File: src/rtl/two_color_calibrator_if.sv
// Pixel stream, calibration control and live target bundle for two_color_calibrator.
// The pixel source / controller side uses master; the calibrator uses slave.
// Widths follow YUV_WIDTH and must match the calibrator instance.
interface two_color_calibrator_if #(
  parameter int YUV_WIDTH = 8
);
  logic signed [YUV_WIDTH-1:0] U;
  logic signed [YUV_WIDTH-1:0] V;
  logic                        in_valid;
  logic                        sof;
  logic                        in_window;
  logic                        cal_start;
  logic                        cal_sel;
  logic                        busy;
  logic                        cal_done;
  logic                        cal_err;
  logic signed [YUV_WIDTH-1:0] uTarget1;
  logic signed [YUV_WIDTH-1:0] vTarget1;
  logic signed [YUV_WIDTH-1:0] uTarget2;
  logic signed [YUV_WIDTH-1:0] vTarget2;

  modport master (
    output U, V, in_valid, sof, in_window, cal_start, cal_sel,
    input  busy, cal_done, cal_err, uTarget1, vTarget1, uTarget2, vTarget2
  );

  modport slave (
    input  U, V, in_valid, sof, in_window, cal_start, cal_sel,
    output busy, cal_done, cal_err, uTarget1, vTarget1, uTarget2, vTarget2
  );
endinterface

File: src/rtl/two_color_calibrator.sv
// Averages in-window (U,V) over one frame and commits it as a two-color mask target pair.
// Latency: closing sof to cal_done = SUM_W+1 cycles; live targets swap only on a later sof.
// No backpressure: pixels are consumed every valid cycle. Optional macro CAL_ROUND_EN rounds half away from zero.
module two_color_calibrator #(
  parameter int YUV_WIDTH = 8,
  parameter int CNT_WIDTH = 20,
  parameter int U1_INIT   = -40,
  parameter int V1_INIT   = 60,
  parameter int U2_INIT   = 50,
  parameter int V2_INIT   = -30
) (
  input  logic clk,
  input  logic reset,
  two_color_calibrator_if.slave bus
);
  localparam int SUM_W  = YUV_WIDTH + CNT_WIDTH;
  localparam int STEP_W = $clog2(SUM_W + 1);
  localparam logic signed [SUM_W:0] QMAX = (SUM_W+1)'(2**(YUV_WIDTH-1) - 1);
  localparam logic signed [SUM_W:0] QMIN = ~QMAX;

  typedef enum logic [2:0] {IDLE, ARM, ACCUM, DIVIDE, COMMIT} state_t;
  state_t state, state_nxt;

  logic                        sel;
  logic signed [SUM_W-1:0]     sum_u, sum_v;
  logic [CNT_WIDTH-1:0]        cnt;
  logic [SUM_W-1:0]            dvd_u, dvd_v;     // dividend in, quotient out
  logic [CNT_WIDTH:0]          rem_u, rem_v;
  logic                        neg_u, neg_v;
  logic [STEP_W-1:0]           step;
  logic signed [YUV_WIDTH-1:0] stage_u, stage_v;
  logic                        stage_sel;
  logic                        pending;
  logic signed [YUV_WIDTH-1:0] u1, v1, u2, v2;
  logic                        busy, cal_done, cal_err;

  logic                        pix_sof, pix_win, cnt_full;
  logic signed [SUM_W-1:0]     u_ext, v_ext;
  logic [SUM_W-1:0]            rnd;
  logic [CNT_WIDTH:0]          rem_sh_u, rem_sh_v;
  logic                        ge_u, ge_v;
  logic signed [SUM_W:0]       qs_u, qs_v;

  assign pix_sof  = bus.in_valid & bus.sof;
  assign pix_win  = bus.in_valid & bus.in_window;
  assign cnt_full = &cnt;
  assign u_ext    = {{CNT_WIDTH{bus.U[YUV_WIDTH-1]}}, bus.U};
  assign v_ext    = {{CNT_WIDTH{bus.V[YUV_WIDTH-1]}}, bus.V};

`ifdef CAL_ROUND_EN
  assign rnd = SUM_W'(cnt >> 1);
`else
  assign rnd = '0;
`endif

  // Magnitude of a signed sum; the most negative value maps to 2^(SUM_W-1).
  function automatic logic [SUM_W-1:0] mag(input logic signed [SUM_W-1:0] s);
    logic [SUM_W-1:0] x;
    x = s;
    return s[SUM_W-1] ? (~x + SUM_W'(1)) : x;
  endfunction

  // Saturate a signed quotient into the target range.
  function automatic logic signed [YUV_WIDTH-1:0] clamp(input logic signed [SUM_W:0] q);
    logic signed [SUM_W:0] c;
    c = q;
    if (q > QMAX) c = QMAX;
    if (q < QMIN) c = QMIN;
    return c[YUV_WIDTH-1:0];
  endfunction

  // One restoring-division step for both channels, plus signed quotients for commit.
  always_comb begin
    rem_sh_u = {rem_u[CNT_WIDTH-1:0], dvd_u[SUM_W-1]};
    rem_sh_v = {rem_v[CNT_WIDTH-1:0], dvd_v[SUM_W-1]};
    ge_u     = rem_sh_u >= {1'b0, cnt};
    ge_v     = rem_sh_v >= {1'b0, cnt};
    qs_u     = $signed({1'b0, dvd_u});
    qs_v     = $signed({1'b0, dvd_v});
    if (neg_u) qs_u = -qs_u;
    if (neg_v) qs_v = -qs_v;
  end

  // FSM state register.
  always_ff @(posedge clk or posedge reset) begin
    if (reset) state <= IDLE;
    else       state <= state_nxt;
  end

  // Next-state and status outputs.
  always_comb begin
    state_nxt = state;
    busy      = (state != IDLE);
    cal_done  = 1'b0;
    cal_err   = 1'b0;
    case (state)
      IDLE:   if (bus.cal_start) state_nxt = ARM;
      ARM:    if (pix_sof) state_nxt = ACCUM;
      ACCUM:  if (pix_sof) state_nxt = DIVIDE;
      DIVIDE: begin
        if (cnt == '0) begin
          cal_err   = 1'b1;
          state_nxt = IDLE;
        end else if (step == STEP_W'(SUM_W - 1)) begin
          state_nxt = COMMIT;
        end
      end
      COMMIT: begin
        cal_done  = 1'b1;
        state_nxt = IDLE;
      end
      default: state_nxt = IDLE;
    endcase
  end

  // Accumulation, division and staging datapath.
  always_ff @(posedge clk or posedge reset) begin
    if (reset) begin
      sel       <= 1'b0;
      sum_u     <= '0;
      sum_v     <= '0;
      cnt       <= '0;
      dvd_u     <= '0;
      dvd_v     <= '0;
      rem_u     <= '0;
      rem_v     <= '0;
      neg_u     <= 1'b0;
      neg_v     <= 1'b0;
      step      <= '0;
      stage_u   <= '0;
      stage_v   <= '0;
      stage_sel <= 1'b0;
    end else begin
      case (state)
        IDLE: begin
          if (bus.cal_start) begin
            sel   <= bus.cal_sel;
            sum_u <= '0;
            sum_v <= '0;
            cnt   <= '0;
          end
        end
        ARM: begin
          // The opening sof pixel already belongs to the frame.
          if (pix_sof && pix_win) begin
            sum_u <= sum_u + u_ext;
            sum_v <= sum_v + v_ext;
            cnt   <= cnt + CNT_WIDTH'(1);
          end
        end
        ACCUM: begin
          if (pix_sof) begin
            dvd_u <= mag(sum_u) + rnd;
            dvd_v <= mag(sum_v) + rnd;
            neg_u <= sum_u[SUM_W-1];
            neg_v <= sum_v[SUM_W-1];
            rem_u <= '0;
            rem_v <= '0;
            step  <= '0;
          end else if (pix_win && !cnt_full) begin
            // Saturated counter stops accumulation so the average stays consistent.
            sum_u <= sum_u + u_ext;
            sum_v <= sum_v + v_ext;
            cnt   <= cnt + CNT_WIDTH'(1);
          end
        end
        DIVIDE: begin
          step  <= step + STEP_W'(1);
          rem_u <= ge_u ? (rem_sh_u - {1'b0, cnt}) : rem_sh_u;
          rem_v <= ge_v ? (rem_sh_v - {1'b0, cnt}) : rem_sh_v;
          dvd_u <= {dvd_u[SUM_W-2:0], ge_u};
          dvd_v <= {dvd_v[SUM_W-2:0], ge_v};
        end
        COMMIT: begin
          stage_u   <= clamp(qs_u);
          stage_v   <= clamp(qs_v);
          stage_sel <= sel;
        end
        default: ;
      endcase
    end
  end

  // Shadow update: staged pair reaches the mask only at a frame boundary.
  always_ff @(posedge clk or posedge reset) begin
    if (reset) begin
      pending <= 1'b0;
      u1      <= YUV_WIDTH'(U1_INIT);
      v1      <= YUV_WIDTH'(V1_INIT);
      u2      <= YUV_WIDTH'(U2_INIT);
      v2      <= YUV_WIDTH'(V2_INIT);
    end else begin
      if (pix_sof && pending) begin
        pending <= 1'b0;
        if (stage_sel) begin
          u2 <= stage_u;
          v2 <= stage_v;
        end else begin
          u1 <= stage_u;
          v1 <= stage_v;
        end
      end
      // A fresh result always wins over a same-cycle shadow copy.
      if (state == COMMIT) pending <= 1'b1;
    end
  end

  assign bus.busy     = busy;
  assign bus.cal_done = cal_done;
  assign bus.cal_err  = cal_err;
  assign bus.uTarget1 = u1;
  assign bus.vTarget1 = v1;
  assign bus.uTarget2 = u2;
  assign bus.vTarget2 = v2;
endmodule
File: src/flat_wrapper.sv
// flat-port wrapper written by rule: the top's interface ports become plain ports
module two_color_calibrator_flat 
#(
  parameter int YUV_WIDTH = 8,
  parameter int CNT_WIDTH = 20,
  parameter int U1_INIT   = -40,
  parameter int V1_INIT   = 60,
  parameter int U2_INIT   = 50,
  parameter int V2_INIT   = -30
)
  (clk, reset, bus_U, bus_V, bus_in_valid, bus_sof, bus_in_window, bus_cal_start, bus_cal_sel, bus_busy, bus_cal_done, bus_cal_err, bus_uTarget1, bus_vTarget1, bus_uTarget2, bus_vTarget2);
  two_color_calibrator_if #(.YUV_WIDTH(YUV_WIDTH)) bus_i ();
  input  logic clk;
  input  logic reset;
  input wire logic [$bits(bus_i.U)-1:0] bus_U;
  input wire logic [$bits(bus_i.V)-1:0] bus_V;
  input wire logic [$bits(bus_i.in_valid)-1:0] bus_in_valid;
  input wire logic [$bits(bus_i.sof)-1:0] bus_sof;
  input wire logic [$bits(bus_i.in_window)-1:0] bus_in_window;
  input wire logic [$bits(bus_i.cal_start)-1:0] bus_cal_start;
  input wire logic [$bits(bus_i.cal_sel)-1:0] bus_cal_sel;
  output wire logic [$bits(bus_i.busy)-1:0] bus_busy;
  output wire logic [$bits(bus_i.cal_done)-1:0] bus_cal_done;
  output wire logic [$bits(bus_i.cal_err)-1:0] bus_cal_err;
  output wire logic [$bits(bus_i.uTarget1)-1:0] bus_uTarget1;
  output wire logic [$bits(bus_i.vTarget1)-1:0] bus_vTarget1;
  output wire logic [$bits(bus_i.uTarget2)-1:0] bus_uTarget2;
  output wire logic [$bits(bus_i.vTarget2)-1:0] bus_vTarget2;
  assign bus_i.U = bus_U;
  assign bus_i.V = bus_V;
  assign bus_i.in_valid = bus_in_valid;
  assign bus_i.sof = bus_sof;
  assign bus_i.in_window = bus_in_window;
  assign bus_i.cal_start = bus_cal_start;
  assign bus_i.cal_sel = bus_cal_sel;
  assign bus_busy = bus_i.busy;
  assign bus_cal_done = bus_i.cal_done;
  assign bus_cal_err = bus_i.cal_err;
  assign bus_uTarget1 = bus_i.uTarget1;
  assign bus_vTarget1 = bus_i.vTarget1;
  assign bus_uTarget2 = bus_i.uTarget2;
  assign bus_vTarget2 = bus_i.vTarget2;
  two_color_calibrator #(.YUV_WIDTH(YUV_WIDTH), .CNT_WIDTH(CNT_WIDTH), .U1_INIT(U1_INIT), .V1_INIT(V1_INIT), .U2_INIT(U2_INIT), .V2_INIT(V2_INIT)) u_core (.clk(clk), .reset(reset), .bus(bus_i));
endmodule
File: config.mk
export PLATFORM = sky130hd
export DESIGN_NAME = two_color_calibrator_flat
export DESIGN_NICKNAME = d
export VERILOG_FILES = /design/src/rtl/two_color_calibrator_if.sv /design/src/rtl/two_color_calibrator.sv /design/src/flat_wrapper.sv
export SDC_FILE = /design/constraint.sdc
export NUM_CORES = 1
export LEC_CHECK = 0
export BUFFER_PORTS_ARGS = -buffer_cell sky130_fd_sc_hd__buf_2
export CORE_MARGIN = 1
export CORE_UTILIZATION = 54
export CTS_BUF_LIST = sky130_fd_sc_hd__clkbuf_8
export CTS_CLUSTER_SIZE = 24
export DETAILED_ROUTE_END_ITERATION = 10
export GPL_TIMING_DRIVEN = 0
export PLACE_DENSITY = 0.83
export SYNTH_ARGS = -nofsm -noshare
export SYNTH_HDL_FRONTEND = slang
export SYNTH_SLANG_ARGS = --single-unit
File: constraint.sdc
create_clock -name clk -period 8.5 [get_ports clk]
set_input_delay 1.7 -clock clk [delete_from_list [all_inputs] [get_ports clk]]
set_output_delay 1.7 -clock clk [all_outputs]
set_load 0.03 [all_outputs]
# Yosys cells after proc, flatten, opt, wreduce, memory -nomap -nowiden

Cells that the tools add are included.

Register bits after elaboration: 233
Input port bits: 23
Output and inout port bits: 35
Word-level logic and storage cells: 115

$add $sub $neg: 10
Magnitude comparators: 6
Equality and inequality tests: 12
Mux-type cells: 44
Bitwise operators: 5
Reductions and logical operators: 18

Operator list:

| operator                                                       | count |
|---|---|
| 2-to-1 mux 28 bit                                              | 11 |
| case mux 28 bit (3 select lines)                               | 2 |
| 2-to-1 mux 20 bit                                              | 7 |
| case mux 28 bit (2 select lines)                               | 2 |
| case mux 20 bit (2 select lines)                               | 2 |
| case mux 20 bit (3 select lines)                               | 1 |
| greater-than comparator 29 x 8 -> 1 bit, second input constant | 2 |
| less-than comparator 29 x 8 -> 1 bit, second input constant    | 2 |
| 2-to-1 mux 29 bit                                              | 2 |
| negation 28 -> 29 bit                                          | 2 |
| adder 28 x 1 -> 28 bit, second input constant                  | 2 |
| adder 28 x 8 -> 28 bit                                         | 2 |
| NOT 28 bit                                                     | 2 |
| >= comparator 21 x 20 -> 1 bit                                 | 2 |
| subtractor 20 bit                                              | 2 |
| 2-to-1 mux 8 bit                                               | 4 |
| adder 20 x 1 -> 20 bit, second input constant                  | 1 |
| zero test 20 bit                                               | 1 |
| AND reduction 20 bit                                           | 1 |
| 2-to-1 mux 3 bit                                               | 5 |
| case mux 3 bit (4 select lines)                                | 1 |
| case mux 5 bit (2 select lines)                                | 1 |
| AND reduction 2 bit                                            | 5 |
| != test 2 x 1 -> 1 bit, second input constant                  | 4 |
| 18 further kinds                                               | 29 |

# Depth between registers and ports, before layout

Gate-level depths: netlist of run 1.

Depth in word-level cells: 6
Gate-level depth with buffers: 14
Mapped depth without buffers: 13

# Worst setup path after synthesis of run 1

No wires, ideal clock.

Path type: input to register
Start point: in bus_V[0]
End point: reg u_core.sum_v[18]
Library setup time: 0.133 ns
Data arrival time: 3.970 ns
Data required time: 8.367 ns
Slack: 4.397 ns
Cell stages on the path: 12
Buffers on the path: 0
Cell sequence: ha_1 fa_1 a21oi_1 o2111a_1 a211oi_1 or3_1 a21oi_1 nor2_1 o21ai_0 nor2b_1 xor2_1 o21ai_0

Longest elaborated chain between the ends: 4
Elaborated cells between the ends (all ways): 5
Classes of those cells: add/sub: 1; mux: 4

Ends and longest elaborated chain:

| what                                 | RTL line                                                 | source |
|---|---|---|
| start: declaration                   | flat_wrapper.sv:16                                       | `input wire logic [$bits(bus_i.V)-1:0] bus_V;` |
| adder 28 x 8 -> 28 bit (*)           | two_color_calibrator.sv:147, two_color_calibrator.sv:163 |  |
| 2-to-1 mux 28 bit                    | two_color_calibrator.sv:160                              | `end else if (pix_win && !cnt_full) begin` |
| 2-to-1 mux 28 bit                    | two_color_calibrator.sv:152                              | `if (pix_sof) begin` |
| case mux 28 bit (3 select lines) (*) | two_color_calibrator.sv:134                              | `case (state)` |
| end signal: assignment               | two_color_calibrator.sv:147                              | `sum_v <= sum_v + v_ext;` |
| end signal: assignment               | two_color_calibrator.sv:163                              | `sum_v <= sum_v + v_ext;` |
| end: declaration                     | two_color_calibrator.sv:25                               | `logic signed [SUM_W-1:0] sum_u, sum_v;` |

Every way passes the cells marked *; elsewhere a longest branch is shown, timed or not. The select of a mux whose other input is x is not followed.
A chain may end at the register's enable or synchronous reset.

# Worst setup path after layout of run 1

Start point: reg u_core.state[1]
End point: out bus_cal_err

Longest elaborated chain between the ends: 2

Ends and longest elaborated chain:

| what                         | RTL line                   | source |
|---|---|---|
| start: declaration           | two_color_calibrator.sv:22 | `state_t state, state_nxt;` |
| start signal: assignment     | two_color_calibrator.sv:87 | `else state <= state_nxt;` |
| equality test 3 x 2 -> 1 bit | two_color_calibrator.sv:96 | `case (state)` |
| 2-to-1 mux 1 bit             | two_color_calibrator.sv:96 |  |
| end: declaration             | flat_wrapper.sv:24         | `output wire logic [$bits(bus_i.cal_err)-1:0] bus_cal_err;` |

No other way between the ends.

==> flow_summary.html, run 1 <==
<table>
<tr><th>Metric</th><th>Value</th></tr>
<tr><th colspan="2">Run status</th></tr>
<tr><td>Status</td><td>finished, violations left</td></tr>
<tr><td>Violations in the final reports</td><td>DRC</td></tr>
<tr><th colspan="2">Floorplan</th></tr>
<tr><td>Starting Density</td><td>0.552</td></tr>
<tr><td>Die outline height</td><td>180 um</td></tr>
<tr><td>Width of the die</td><td>roughly 180 um</td></tr>
<tr><td>Number of rows created at floorplan</td><td>64</td></tr>
<tr><td>Total die area</td><td>approximately 32000 sq um</td></tr>
<tr><td>Core area</td><td>between 30000 and 40000 sq um</td></tr>
<tr><td>Boundary pin count</td><td>between 50 and 60</td></tr>
<tr><th colspan="2">Routing</th></tr>
<tr><td>Residual DRC count</td><td>8</td></tr>
<tr><td>Number of violations reported at the end of detailed-routing iteration 0</td><td>1397</td></tr>
<tr><td>Detailed-route vias per instance</td><td>approximately 6.3</td></tr>
<tr><td>Final wirelength</td><td>~46000 um</td></tr>
<tr><td>DRT Pass-1 Iters</td><td>9</td></tr>
<tr><td>Avg WL per Cell</td><td>between 15 and 20 um</td></tr>
<tr><td>Detailed-route via count</td><td>15900</td></tr>
<tr><td>Antenna Nets Post-Route</td><td>0</td></tr>
<tr><th colspan="2">Cells and area</th></tr>
<tr><td>Design Area, Final</td><td>18800 sq um</td></tr>
<tr><td>Proportion of layout cells with a drive suffix above 1</td><td>0.108</td></tr>
<tr><td>Area Overhead vs Synth</td><td>10.2%</td></tr>
<tr><td>Most used cells in the layout excluding fill and tap cells</td><td>nand2_1 (229), o21ai_0 (228), dfrtp_1 (218)</td></tr>
<tr><td>Commonest non-fill, non-tap cell in the layout</td><td>nand2_1</td></tr>
<tr><td>Ant. Diodes</td><td>0</td></tr>
<tr><td>Nets@finish</td><td>about 2200</td></tr>
<tr><td>Final core utilization</td><td>0.608</td></tr>
<tr><th colspan="2">Setup path</th></tr>
<tr><td>Cell-by-cell listing of the critical path</td><td>clkbuf_1, nand2_1, or2_2, clkbuf_1, clkbuf_1, clkbuf_1, nor2_1, buf_2</td></tr>
<tr><td>Class of the most critical setup path</td><td>reg -&gt; out</td></tr>
<tr><td>Critical Path Start Type</td><td>flop</td></tr>
<tr><td>Type of element capturing the critical path</td><td>output port</td></tr>
<tr><td>Start point of the critical path</td><td>u_core.state[1]</td></tr>
<tr><td>Critical path required time</td><td>6800 ps</td></tr>
<tr><td>Signal arrival time at the worst endpoint</td><td>3150 ps</td></tr>
<tr><td>Beginning of the worst register-to-register path</td><td>u_core.cnt[1]</td></tr>
<tr><td>FF-to-FF path depth</td><td>12</td></tr>
<tr><td>FF-to-FF End</td><td>u_core.rem_u[16]</td></tr>
<tr><td>Library cell contributing the largest single delay on the critical path</td><td>clkbuf_1</td></tr>
<tr><td>Crit path max fanout</td><td>10</td></tr>
<tr><td>Most numerous cell on the critical path</td><td>clkbuf_1</td></tr>
<tr><td>Setup slack of the most critical reg-to-reg path</td><td>4280 ps</td></tr>
<tr><td>CP max stage delay</td><td>approximately 550 ps</td></tr>
<tr><th colspan="2">GRT</th></tr>
<tr><td>Wire length of the first global-routing pass</td><td>~75000 um</td></tr>
<tr><td>Antenna violations before repair</td><td>1</td></tr>
<tr><td>Overflow after GRT</td><td>0</td></tr>
<tr><td>Largest net degree at the start of global routing</td><td>136</td></tr>
<tr><td>Tot GR Track Use</td><td>0.284</td></tr>
<tr><td>Via count of the first global-routing pass</td><td>15000</td></tr>
<tr><th colspan="2">Yosys</th></tr>
<tr><td>Predominant post-synthesis flop cell</td><td>dfrtp_1</td></tr>
<tr><td>Share of synthesized registers carrying an async set or reset</td><td>1.00</td></tr>
<tr><td>Count of mapped cells out of synthesis</td><td>between 1500 and 2000</td></tr>
<tr><td>Mapped cell area</td><td>about 17000 sq um</td></tr>
<tr><td>Number of enable flip-flop cells after synthesis</td><td>0</td></tr>
<tr><td>Count of warnings emitted by yosys</td><td>0</td></tr>
<tr><td>Number of unique standard cell types used by synthesis</td><td>82</td></tr>
<tr><td>Nets in the synthesized netlist</td><td>2110</td></tr>
<tr><td>Sequential-to-total area share from yosys stat</td><td>0.344</td></tr>
<tr><td>Dominant cell type by area after synthesis</td><td>dfrtp_1</td></tr>
<tr><td>Top-area cell type share of the netlist area</td><td>0.321</td></tr>
<tr><td>FF+latch count, synth</td><td>between 200 and 250</td></tr>
<tr><td>Ranking of synthesized cells by area</td><td>dfrtp_1 (32%), ha_1 (7.4%), o21ai_0 (6.7%), nand2_1 (5.1%), xor2_1 (4.7%)</td></tr>
<tr><td>Synthesized area per cell</td><td>~8.6 sq um</td></tr>
<tr><th colspan="2">STA</th></tr>
<tr><td>Final worst clock skew</td><td>45.6 ps</td></tr>
<tr><td>RSZ-0062 raised after global routing</td><td>false</td></tr>
<tr><td>Post-route setup slack</td><td>roughly 3600 ps</td></tr>
<tr><td>Total Negative Setup Slacks</td><td>0 ps</td></tr>
<tr><td>Count of final hold-check violations</td><td>0</td></tr>
<tr><td>Period utilisation layout</td><td>0.571</td></tr>
<tr><td>Fmax achieved</td><td>206 MHz</td></tr>
<tr><td>Worst slew pin tran</td><td>816 ps</td></tr>
<tr><td>Min cycle time layout</td><td>a little under 5000 ps</td></tr>
<tr><td>Max-slew violation count</td><td>0</td></tr>
<tr><td># setup viols final</td><td>0</td></tr>
<tr><td>Worst relative slew slack</td><td>0.454</td></tr>
<tr><th colspan="2">CTS</th></tr>
<tr><td>Clk slew on worst S/H paths</td><td>roughly 60 ps</td></tr>
<tr><td>Largest buffer count on any clock path</td><td>3</td></tr>
<tr><td>H-tree levels</td><td>2</td></tr>
<tr><td>Total number of clock tree sinks</td><td>approximately 230</td></tr>
<tr><td>Later-pin clock latency in the skew report</td><td>590 ps</td></tr>
<tr><td>Number of hold buffers added after CTS</td><td>0</td></tr>
<tr><td>Post-CTS sizing</td><td>0</td></tr>
<tr><td>TritonCTS Buffers</td><td>43</td></tr>
<tr><td>TritonCTS clock tree</td><td>done</td></tr>
<tr><td>Total setup buffers inserted after CTS</td><td>0</td></tr>
<tr><td>Cell at the root of the clock tree</td><td>clkbuf_8</td></tr>
<tr><th colspan="2">Pwr</th></tr>
<tr><td>Peak ir drop on the vdd network</td><td>between 0.1 and 0.15 mV</td></tr>
<tr><td>Total power consumption of the routed design</td><td>7.35 mW</td></tr>
<tr><td>Total power divided by cell area</td><td>a little under 400 nW/um^2</td></tr>
<tr><td>Static power due to leakage</td><td>roughly 8.3 nW</td></tr>
<tr><th colspan="2">Placement</th></tr>
<tr><td>Final RePlAce weighted congestion</td><td>just under 1</td></tr>
<tr><td>Instance area after placement</td><td>approximately 18000 sq um</td></tr>
<tr><td>Pre-CTS setup slack</td><td>~3800 ps</td></tr>
<tr><td>HPWL reported at the end of detailed placement</td><td>around 35000 um</td></tr>
<tr><td>Buffers added on ports</td><td>57</td></tr>
<tr><th colspan="2">Worst hold path</th></tr>
<tr><td>End point of the worst hold path</td><td>u_core.stage_sel</td></tr>
<tr><td>Worst Hold Path Cells</td><td>2</td></tr>
<tr><td>Startpoint of the worst hold path</td><td>u_core.sel</td></tr>
<tr><td>Worst min-delay path class</td><td>reg -&gt; reg</td></tr>
<tr><th colspan="2">Flow run</th></tr>
<tr><td>Maximum capacitance violations</td><td>0</td></tr>
</table>
-- synthesized netlist by cell type (8+ instances only) --
library cell and instances:
o21ai_0 228, a21o_1 32, nand3_1 50, nor4_1 17, clkbuf_1 85, a211oi_1 13, nand2b_1 16, a22oi_1 48
o31ai_1 59, o21a_1 12, nand4_1 23, a22o_1 16, buf_2 24, or3_1 23, a32oi_1 8, o211ai_1 11
mux2i_1 33, o41ai_1 15, o21bai_1 11, or4_1 8, nor2b_1 22, xor2_1 91, nor3_1 35, a31oi_1 13
inv_1 64, and2_1 8, nor2_1 112, mux2_2 40, dfstp_2 15, xnor2_1 65, a21oi_1 99, dfrtp_1 218
a21boi_0 10, ha_1 101, o21ai_1 9, and3_1 16, nand2_1 229
-- stage by stage --
stage	hold WS, ps	instances
after floorplan	435	1982
after global placement	449	2435
after CTS	477	2515
after global routing	517	2515
final	477	2515
after detailed placement	463	2437
-- registers in the layout (all words and copies together), names as in the netlist, 20 cells and up --
register,cells
u_core.dvd_v,28
u_core.rem_v,20
u_core.cnt,20
u_core.sum_v,28
u_core.dvd_u,28
u_core.rem_u,20
u_core.sum_u,28
-- how the worst max path moves through the flow --
stage                             end  slack [ps]  depth (start not counted)
2_1_floorplan  u_core.bus.uTarget1[0]         440                          1
3_3_place_gp         u_core.sum_v[17]       -2040                          2
3_5_place_dp           u_core.cnt[13]        3760                         12
4_1_cts                   bus_cal_err        3680                          8
5_1_grt                   bus_cal_err        3520                          8
6_report                  bus_cal_err        3650                          8
-- kinds of logic after synthesis --
group / Yosys count / synth area share
compound gates: 637 / 0.240
xor+xnor: 156 / 0.0803
fa+ha+maj: 105 / 0.0790
buf+inv: 180 / 0.0421
flops: 233 / 0.344
mux: 73 / 0.0459
simple gates: 598 / 0.169
-- critical path: cells and delay by family (launching register included) --
| family | cells | cell delay [ps] |
|---|---|---|
| flops | 1 | 350 |
| simple gates | 3 | 430 |
| buf+inv | 5 | 1800 |
-- per-layer routing --
metal  global-route usage  part of all wire
met5                    0                 0
met4                0.110             0.032
met3               0.0395             0.075
met2                0.447              0.45
met1                0.397              0.45
-- area by class of cell --
type	count	area (sq um)
buffer	115	473
clock inverter	23	133
timing repair buffer	59	340
sequential	233	5850
tap	396	495
fill	2593	12100
inverter	65	251
multi-input combinational	1569	10500
clock buffer	55	757
-- report_power, final --
| part | leakage (nW) | switching (mW) | internal (mW) |
|---|---|---|---|
| clock network | 0.507 | 0.490 | 0.613 |
| registers | 3.01 | 0.428 | 1.51 |
| logic | 4.82 | 2.62 | 1.69 |
(Power assumes the default switching activity.)
==> run 2: changes to the inputs <==
==> constraint.sdc (replaced) <==
create_clock -name clk -period 4.4 [get_ports clk]
set_input_delay 0.88 -clock clk [delete_from_list [all_inputs] [get_ports clk]]
set_output_delay 0.88 -clock clk [all_outputs]
set_load 0.03 [all_outputs]
==> flow_summary.html, run 2 (synthesis results as in run 1) <==
<table>
<tr><th>Metric</th><th>Value</th></tr>
<tr><th colspan="2">STA</th></tr>
<tr><td>Worst slew pin tran</td><td>865 ps (was 816 ps)</td></tr>
<tr><td>Worst relative slew slack</td><td>0.421 (was 0.454)</td></tr>
<tr><td># setup viols final</td><td>0 (unchanged)</td></tr>
<tr><td>Total Negative Setup Slacks</td><td>0 ps (unchanged)</td></tr>
<tr><td>Period utilisation layout</td><td>0.932</td></tr>
<tr><td>Post-route setup slack</td><td>297 ps (was 3650 ps)</td></tr>
<tr><td>Max-slew violation count</td><td>0 (unchanged)</td></tr>
<tr><td>RSZ-0062 raised after global routing</td><td>false (unchanged)</td></tr>
<tr><td>Fmax achieved</td><td>244 MHz</td></tr>
<tr><td>Count of final hold-check violations</td><td>0 (unchanged)</td></tr>
<tr><td>Post-Route Hold Slack</td><td>409 ps (was 477 ps)</td></tr>
<tr><td>Final worst clock skew</td><td>38.5 ps (was 45.6 ps)</td></tr>
<tr><td>Min cycle time layout</td><td>between 4000 and 5000 ps</td></tr>
<tr><th colspan="2">CTS</th></tr>
<tr><td>Largest buffer count on any clock path</td><td>3 (unchanged)</td></tr>
<tr><td>Clk slew on worst S/H paths</td><td>60 ps (about the same)</td></tr>
<tr><td>Total number of clock tree sinks</td><td>233 (unchanged)</td></tr>
<tr><td>Cell at the root of the clock tree</td><td>clkbuf_8 (unchanged)</td></tr>
<tr><td>TritonCTS Buffers</td><td>41 (was 43)</td></tr>
<tr><td>TritonCTS clock tree</td><td>done (unchanged)</td></tr>
<tr><td>Later-pin clock latency in the skew report</td><td>570 ps (was 590 ps)</td></tr>
<tr><td>H-tree levels</td><td>2 (unchanged)</td></tr>
<tr><th colspan="2">Setup path</th></tr>
<tr><td>Type of element capturing the critical path</td><td>flop (was output port)</td></tr>
<tr><td>Signal arrival time at the worst endpoint</td><td>4580 ps (was 3150 ps)</td></tr>
<tr><td>Critical path required time</td><td>4880 ps (was 6800 ps)</td></tr>
<tr><td>Critical Path Start Type</td><td>flop (unchanged)</td></tr>
<tr><td>FF-to-FF End</td><td>u_core.rem_v[0] (was u_core.rem_u[16])</td></tr>
<tr><td>Setup slack of the most critical reg-to-reg path</td><td>300 ps (was 4280 ps)</td></tr>
<tr><td>FF-to-FF path depth</td><td>13 (was 12)</td></tr>
<tr><td>Beginning of the worst register-to-register path</td><td>u_core.cnt[1] (unchanged)</td></tr>
<tr><td>Class of the most critical setup path</td><td>reg -&gt; reg (was reg -&gt; out)</td></tr>
<tr><td>Crit path max fanout</td><td>10 (unchanged)</td></tr>
<tr><th colspan="2">Routing</th></tr>
<tr><td>Residual DRC count</td><td>8 (unchanged)</td></tr>
<tr><td>Antenna Nets Post-Route</td><td>0 (unchanged)</td></tr>
<tr><td>Final wirelength</td><td>46300 um (was 46200 um)</td></tr>
<tr><td>Detailed-route vias per instance</td><td>6.27 (was 6.33)</td></tr>
<tr><td>DRT Pass-1 Iters</td><td>9 (unchanged)</td></tr>
<tr><td>Avg WL per Cell</td><td>18.4 um (about the same)</td></tr>
<tr><td>Number of violations reported at the end of detailed-routing iteration 0</td><td>1449 (was 1397)</td></tr>
<tr><td>Detailed-route via count</td><td>15800 (was 15900)</td></tr>
<tr><th colspan="2">Cells and area</th></tr>
<tr><td>Most used cells in the layout excluding fill and tap cells</td><td>nand2_1 (229), o21ai_0 (228), dfrtp_1 (218) (unchanged)</td></tr>
<tr><td>Design Area, Final</td><td>18800 sq um (about the same)</td></tr>
<tr><td>Proportion of layout cells with a drive suffix above 1</td><td>0.109 (was 0.108)</td></tr>
<tr><td>Fillers</td><td>2582 (was 2593)</td></tr>
<tr><td>Area Overhead vs Synth</td><td>10.3% (was 10.2%)</td></tr>
<tr><td>Ant. Diodes</td><td>0 (unchanged)</td></tr>
<tr><td>Nets@finish</td><td>2216 (was 2214)</td></tr>
<tr><td>Commonest non-fill, non-tap cell in the layout</td><td>nand2_1 (unchanged)</td></tr>
<tr><th colspan="2">Floorplan</th></tr>
<tr><td>Total die area</td><td>32200 sq um (unchanged)</td></tr>
<tr><td>Width of the die</td><td>180 um (unchanged)</td></tr>
<tr><td>Die outline height</td><td>180 um (unchanged)</td></tr>
<tr><td>Core area</td><td>30800 sq um (unchanged)</td></tr>
<tr><td>Number of rows created at floorplan</td><td>64 (unchanged)</td></tr>
<tr><td>Starting Density</td><td>0.552 (unchanged)</td></tr>
<tr><td>Boundary pin count</td><td>58 (unchanged)</td></tr>
<tr><th colspan="2">Worst hold path</th></tr>
<tr><td>Worst min-delay path class</td><td>in -&gt; async (was reg -&gt; reg)</td></tr>
<tr><th colspan="2">Run status</th></tr>
<tr><td>Violations in the final reports</td><td>DRC (unchanged)</td></tr>
<tr><td>Status</td><td>finished, violations left (unchanged)</td></tr>
<tr><th colspan="2">Pwr</th></tr>
<tr><td>Static power due to leakage</td><td>8.34 nW (about the same)</td></tr>
<tr><td>Total power divided by cell area</td><td>754 nW/um^2 (was 392 nW/um^2)</td></tr>
<tr><td>Peak ir drop on the vdd network</td><td>0.385 mV (was 0.135 mV)</td></tr>
<tr><td>Total power consumption of the routed design</td><td>14.1 mW (was 7.35 mW)</td></tr>
<tr><th colspan="2">Placement</th></tr>
<tr><td>Instance area after placement</td><td>17900 sq um (about the same)</td></tr>
<tr><td>Final RePlAce weighted congestion</td><td>0.973 (was 0.967)</td></tr>
<tr><td>Pre-CTS setup slack</td><td>324 ps (was 3760 ps)</td></tr>
<tr><td>Buffers added on ports</td><td>57 (unchanged)</td></tr>
<tr><td>HPWL reported at the end of detailed placement</td><td>35100 um (was 34700 um)</td></tr>
<tr><th colspan="2">Flow run</th></tr>
<tr><td>Maximum capacitance violations</td><td>0 (unchanged)</td></tr>
<tr><th colspan="2">GRT</th></tr>
<tr><td>Antenna violations before repair</td><td>0 (was 1)</td></tr>
<tr><td>Overflow after GRT</td><td>0 (unchanged)</td></tr>
<tr><td>Via count of the first global-routing pass</td><td>15300 (was 15000)</td></tr>
<tr><td>Largest net degree at the start of global routing</td><td>41 (was 136)</td></tr>
<tr><td>Tot GR Track Use</td><td>0.286 (was 0.284)</td></tr>
<tr><td>Wire length of the first global-routing pass</td><td>75800 um (was 75400 um)</td></tr>
</table>
-- run 2: what timing repair did --
action	4_1_cts	5_1_grt
setup buffers	0	0
hold buffers	0	0
setup endpoints to repair	0	3
gates resized for setup	0	2
-- run 2: worst max-delay path: stages, from the launching register on --
cell and delay (ps):
dfrtp_1 690, inv_1 280, ha_1 350, nor2b_1 170, o211ai_1 120, a2111oi_0 410
o31a_1 210, o21ai_0 160, o41ai_1 540, o211ai_1 200, nand2_1 150, buf_2 330
mux2i_1 260, a22o_1 150
-- run 2: worst max-delay path by stage --
stage / startpoint / to / cells past startpoint
finish: u_core.cnt[1] / u_core.rem_v[0] / 13
global route: u_core.cnt[1] / u_core.rem_v[16] / 13
CTS: u_core.cnt[1] / u_core.rem_u[16] / 12
detailed placement: u_core.cnt[1] / u_core.rem_u[16] / 12
global placement: reset / u_core.sum_v[9] / 2
floorplan: reset / u_core.bus.uTarget1[0] / 1
-- run 2: report_power, final --
| part | total (mW) | switching, mW | internal, mW |
|---|---|---|---|
| Sequential | 3.75 | 0.838 | 2.91 |
| Clock | 2.07 | 0.914 | 1.15 |
| Combinational | 8.33 | 5.06 | 3.27 |
| Total | 14.1 | 6.82 | 7.33 |
-- run 2: per-stage QoR --
stage / std cells / utilization
detailed placement: 2441 / 0.581
floorplan: 1982 / -
CTS: 2512 / 0.609
finish: 2512 / 0.609
global route: 2512 / 0.609
global placement: 2435 / 0.577
-- run 2: final cells by class --
cell class	instances	area, sq um	share of cell area
Inverter	65	248	0.0132
Buffer	115	474	0.0253
Clock inverter	17	104	0.00553
Timing Repair Buffer	63	405	0.0216
Tap cell	396	495	0.0264
Clock buffer	54	743	0.0396
Sequential cell	233	5850	0.312
Multi-Input combinational cell	1569	10500	0.557
-- run 2: per-layer routing --
layer | GRT usage | wire [um]
met2 | 0.460 | 20700
met1 | 0.387 | 20700
met3 | 0.0438 | 3390
met5 | 0 | 0
met4 | 0.116 | 1490
==> run 3: changes to the inputs <==
--- a/config.mk
+++ b/config.mk
@@ -12,7 +12,7 @@
 export CTS_CLUSTER_SIZE = 24
 export DETAILED_ROUTE_END_ITERATION = 10
 export GPL_TIMING_DRIVEN = 0
-export PLACE_DENSITY = 0.83
+export PLACE_DENSITY = 0.76
 export SYNTH_ARGS = -nofsm -noshare
 export SYNTH_HDL_FRONTEND = slang
 export SYNTH_SLANG_ARGS = --single-unit
==> flow_summary.html, run 3 (synthesis results as in run 1) <==
<table>
<tr><th>Metric</th><th>Value</th></tr>
<tr><th colspan="2">Routing</th></tr>
<tr><td>Detailed-route vias per instance</td><td>6.16 (was 6.27)</td></tr>
<tr><td>Number of violations reported at the end of detailed-routing iteration 0</td><td>1243 (was 1449)</td></tr>
<tr><td>DRT Pass-1 Iters</td><td>10 (was 9)</td></tr>
<tr><td>Residual DRC count</td><td>8 (unchanged)</td></tr>
<tr><td>Final wirelength</td><td>46300 um (about the same)</td></tr>
<tr><td>Detailed-route via count</td><td>15500 (was 15800)</td></tr>
<tr><td>Avg WL per Cell</td><td>18.4 um (about the same)</td></tr>
<tr><td>Antenna Nets Post-Route</td><td>0 (unchanged)</td></tr>
<tr><th colspan="2">Pwr</th></tr>
<tr><td>Total power divided by cell area</td><td>764 nW/um^2 (was 754 nW/um^2)</td></tr>
<tr><td>Sequential fraction of design power</td><td>0.256 (was 0.265)</td></tr>
<tr><td>Fraction of power consumed by the clock network</td><td>0.169 (was 0.146)</td></tr>
<tr><td>Static power due to leakage</td><td>8.42 nW (was 8.34 nW)</td></tr>
<tr><td>Total power consumption of the routed design</td><td>14.5 mW (was 14.1 mW)</td></tr>
<tr><td>Peak ir drop on the vdd network</td><td>0.429 mV (was 0.385 mV)</td></tr>
<tr><td>Internal Power</td><td>7.64 mW (was 7.33 mW)</td></tr>
<tr><td>Logic pwr share</td><td>0.574 (was 0.589)</td></tr>
<tr><td>Net switching power</td><td>6.86 mW (was 6.82 mW)</td></tr>
<tr><td>Switching share of power</td><td>0.473 (was 0.482)</td></tr>
<tr><th colspan="2">Run status</th></tr>
<tr><td>Status</td><td>finished, violations left (unchanged)</td></tr>
<tr><td>Violations in the final reports</td><td>DRC (unchanged)</td></tr>
<tr><th colspan="2">STA</th></tr>
<tr><td>Worst slew pin tran</td><td>814 ps (was 865 ps)</td></tr>
<tr><td>Count of final hold-check violations</td><td>0 (unchanged)</td></tr>
<tr><td>Fmax achieved</td><td>247 MHz (was 244 MHz)</td></tr>
<tr><td>Period utilisation layout</td><td>0.920 (was 0.932)</td></tr>
<tr><td># setup viols final</td><td>0 (unchanged)</td></tr>
<tr><td>Worst relative slew slack</td><td>0.456 (was 0.421)</td></tr>
<tr><td>Total Negative Setup Slacks</td><td>0 ps (unchanged)</td></tr>
<tr><td>Post-route setup slack</td><td>351 ps (was 297 ps)</td></tr>
<tr><td>Max-slew violation count</td><td>0 (unchanged)</td></tr>
<tr><td>Min cycle time layout</td><td>4050 ps (was 4100 ps)</td></tr>
<tr><td>RSZ-0062 raised after global routing</td><td>false (unchanged)</td></tr>
<tr><td>Final worst clock skew</td><td>35.9 ps (was 38.5 ps)</td></tr>
<tr><td>Post-Route Hold Slack</td><td>331 ps (was 409 ps)</td></tr>
<tr><th colspan="2">Placement</th></tr>
<tr><td>Cells after DPL</td><td>2441 (unchanged)</td></tr>
<tr><td>Final RePlAce weighted congestion</td><td>0.910 (was 0.973)</td></tr>
<tr><td>Instance area after placement</td><td>17900 sq um (about the same)</td></tr>
<tr><td>HPWL reported at the end of detailed placement</td><td>34900 um (was 35100 um)</td></tr>
<tr><td>Pre-CTS setup slack</td><td>329 ps (was 324 ps)</td></tr>
<tr><td>Buffers added on ports</td><td>57 (unchanged)</td></tr>
<tr><th colspan="2">Flow run</th></tr>
<tr><td>Maximum capacitance violations</td><td>0 (unchanged)</td></tr>
<tr><th colspan="2">CTS</th></tr>
<tr><td>TritonCTS clock tree</td><td>done (unchanged)</td></tr>
<tr><td>Largest buffer count on any clock path</td><td>3 (unchanged)</td></tr>
<tr><td>Number of hold buffers added after CTS</td><td>0 (unchanged)</td></tr>
<tr><td>Cell at the root of the clock tree</td><td>clkbuf_8 (unchanged)</td></tr>
<tr><td>TritonCTS Buffers</td><td>44 (was 41)</td></tr>
<tr><td>Clk slew on worst S/H paths</td><td>60 ps (about the same)</td></tr>
<tr><td>Later-pin clock latency in the skew report</td><td>570 ps (about the same)</td></tr>
<tr><td>H-tree levels</td><td>2 (unchanged)</td></tr>
<tr><td>Total number of clock tree sinks</td><td>233 (unchanged)</td></tr>
<tr><th colspan="2">Cells and area</th></tr>
<tr><td>Commonest non-fill, non-tap cell in the layout</td><td>nand2_1 (unchanged)</td></tr>
<tr><td>Design Area, Final</td><td>19000 sq um (was 18800 sq um)</td></tr>
<tr><td>Area Overhead vs Synth</td><td>11.5% (was 10.3%)</td></tr>
<tr><td>Most used cells in the layout excluding fill and tap cells</td><td>nand2_1 (229), o21ai_0 (228), dfrtp_1 (218) (unchanged)</td></tr>
<tr><td>Final core utilization</td><td>0.615 (was 0.609)</td></tr>
<tr><td>Ant. Diodes</td><td>0 (unchanged)</td></tr>
<tr><td>Proportion of layout cells with a drive suffix above 1</td><td>0.115 (was 0.109)</td></tr>
<tr><td>Nets@finish</td><td>2219 (was 2216)</td></tr>
<tr><td>Layout Cells excl Fill</td><td>2523 (was 2512)</td></tr>
<tr><th colspan="2">GRT</th></tr>
<tr><td>Wire length of the first global-routing pass</td><td>76300 um (was 75800 um)</td></tr>
<tr><td>Overflow after GRT</td><td>0 (unchanged)</td></tr>
<tr><td>Tot GR Track Use</td><td>0.289 (was 0.286)</td></tr>
<tr><td>Largest net degree at the start of global routing</td><td>44 (was 41)</td></tr>
<tr><td>Antenna violations before repair</td><td>0 (unchanged)</td></tr>
<tr><td>Via count of the first global-routing pass</td><td>14800 (was 15300)</td></tr>
<tr><th colspan="2">Floorplan</th></tr>
<tr><td>Total die area</td><td>32200 sq um (unchanged)</td></tr>
<tr><td>Number of rows created at floorplan</td><td>64 (unchanged)</td></tr>
<tr><td>Width of the die</td><td>180 um (unchanged)</td></tr>
<tr><td>Core area</td><td>30800 sq um (unchanged)</td></tr>
<tr><td>Boundary pin count</td><td>58 (unchanged)</td></tr>
<tr><td>Starting Density</td><td>0.552 (unchanged)</td></tr>
<tr><td>Die outline height</td><td>180 um (unchanged)</td></tr>
<tr><th colspan="2">Setup path</th></tr>
<tr><td>Crit path max fanout</td><td>10 (unchanged)</td></tr>
<tr><td>FF-to-FF path depth</td><td>13 (unchanged)</td></tr>
<tr><td>Signal arrival time at the worst endpoint</td><td>4450 ps (was 4580 ps)</td></tr>
<tr><td>Class of the most critical setup path</td><td>reg -&gt; reg (unchanged)</td></tr>
<tr><td>Critical path required time</td><td>4800 ps (was 4880 ps)</td></tr>
<tr><td>Critical Path Start Type</td><td>flop (unchanged)</td></tr>
<tr><td>Type of element capturing the critical path</td><td>flop (unchanged)</td></tr>
<tr><th colspan="2">Worst hold path</th></tr>
<tr><td>Worst min-delay path class</td><td>in -&gt; async (unchanged)</td></tr>
</table>
## run 3: changes by cell type in the layout (fill, tap and decap cells not counted), moves of 2 or more
| cell | change |
|---|---|
| inv_1 | -3 |
| clkinv_2 | +7 |
| clkinvlp_4 | +2 |
| bufinv_16 | +5 |
## run 3: routing by layer
layer	vias to the layer above	track usage	part of all wire
li1	7479	-	-
met1	7496	0.418	0.48
met2	486	0.444	0.43
met3	88	0.0395	0.062
met4	0	0.0993	0.029
met5	-	0	0
## run 3: layout make-up
| type | instances | area, sq um |
|---|---|---|
| Fill cell | 2637 | 11900 |
| Clock buffer | 53 | 729 |
| Clock inverter | 29 | 302 |
| Timing Repair Buffer | 63 | 413 |
| Sequential cell | 233 | 5850 |
| Tap cell | 396 | 495 |
| Inverter | 65 | 248 |
| Buffer | 115 | 473 |
| Multi-Input combinational cell | 1569 | 10500 |
## run 3: path summary, 6_finish.rpt
kind	startpoint	end	slack (ps)
min in group clk	u_core.sel	u_core.stage_sel	470
max in group asynchronous	reset	u_core.sum_v[15]	2760
setup / recovery	u_core.cnt[1]	u_core.rem_v[9]	350
hold reg to reg	u_core.sel	u_core.stage_sel	470
hold / removal	reset	u_core.bus.uTarget1[5]	330
setup reg to reg	u_core.cnt[1]	u_core.rem_v[9]	350
## run 3: what timing repair did
action,CTS,global route
setup endpoints to repair,0,15
gates resized for setup,0,2
buffers inserted,0,0
## run 3: critical path, cell delays in order (launching register included)
cell	delay (ps)
dfrtp_1	660
inv_1	270
ha_1	350
nor2b_1	170
o211ai_1	110
a2111oi_0	500
o31a_1	230
o21ai_0	180
o41ai_2	380
o211ai_1	180
nand2_1	160
buf_2	340
mux2i_1	250
o21ai_0	120
## run 3: power by group through the flow
stage          Clock [mW]  Sequential [mW]  Combinational (mW)
2_1_floorplan           0             3.60                6.24
3_3_place_gp            0             3.69                7.94
3_5_place_dp            0             3.72                8.18
4_1_cts              2.49             3.69                8.22
5_1_grt              2.60             3.82                9.26
6_report             2.46             3.72                8.33
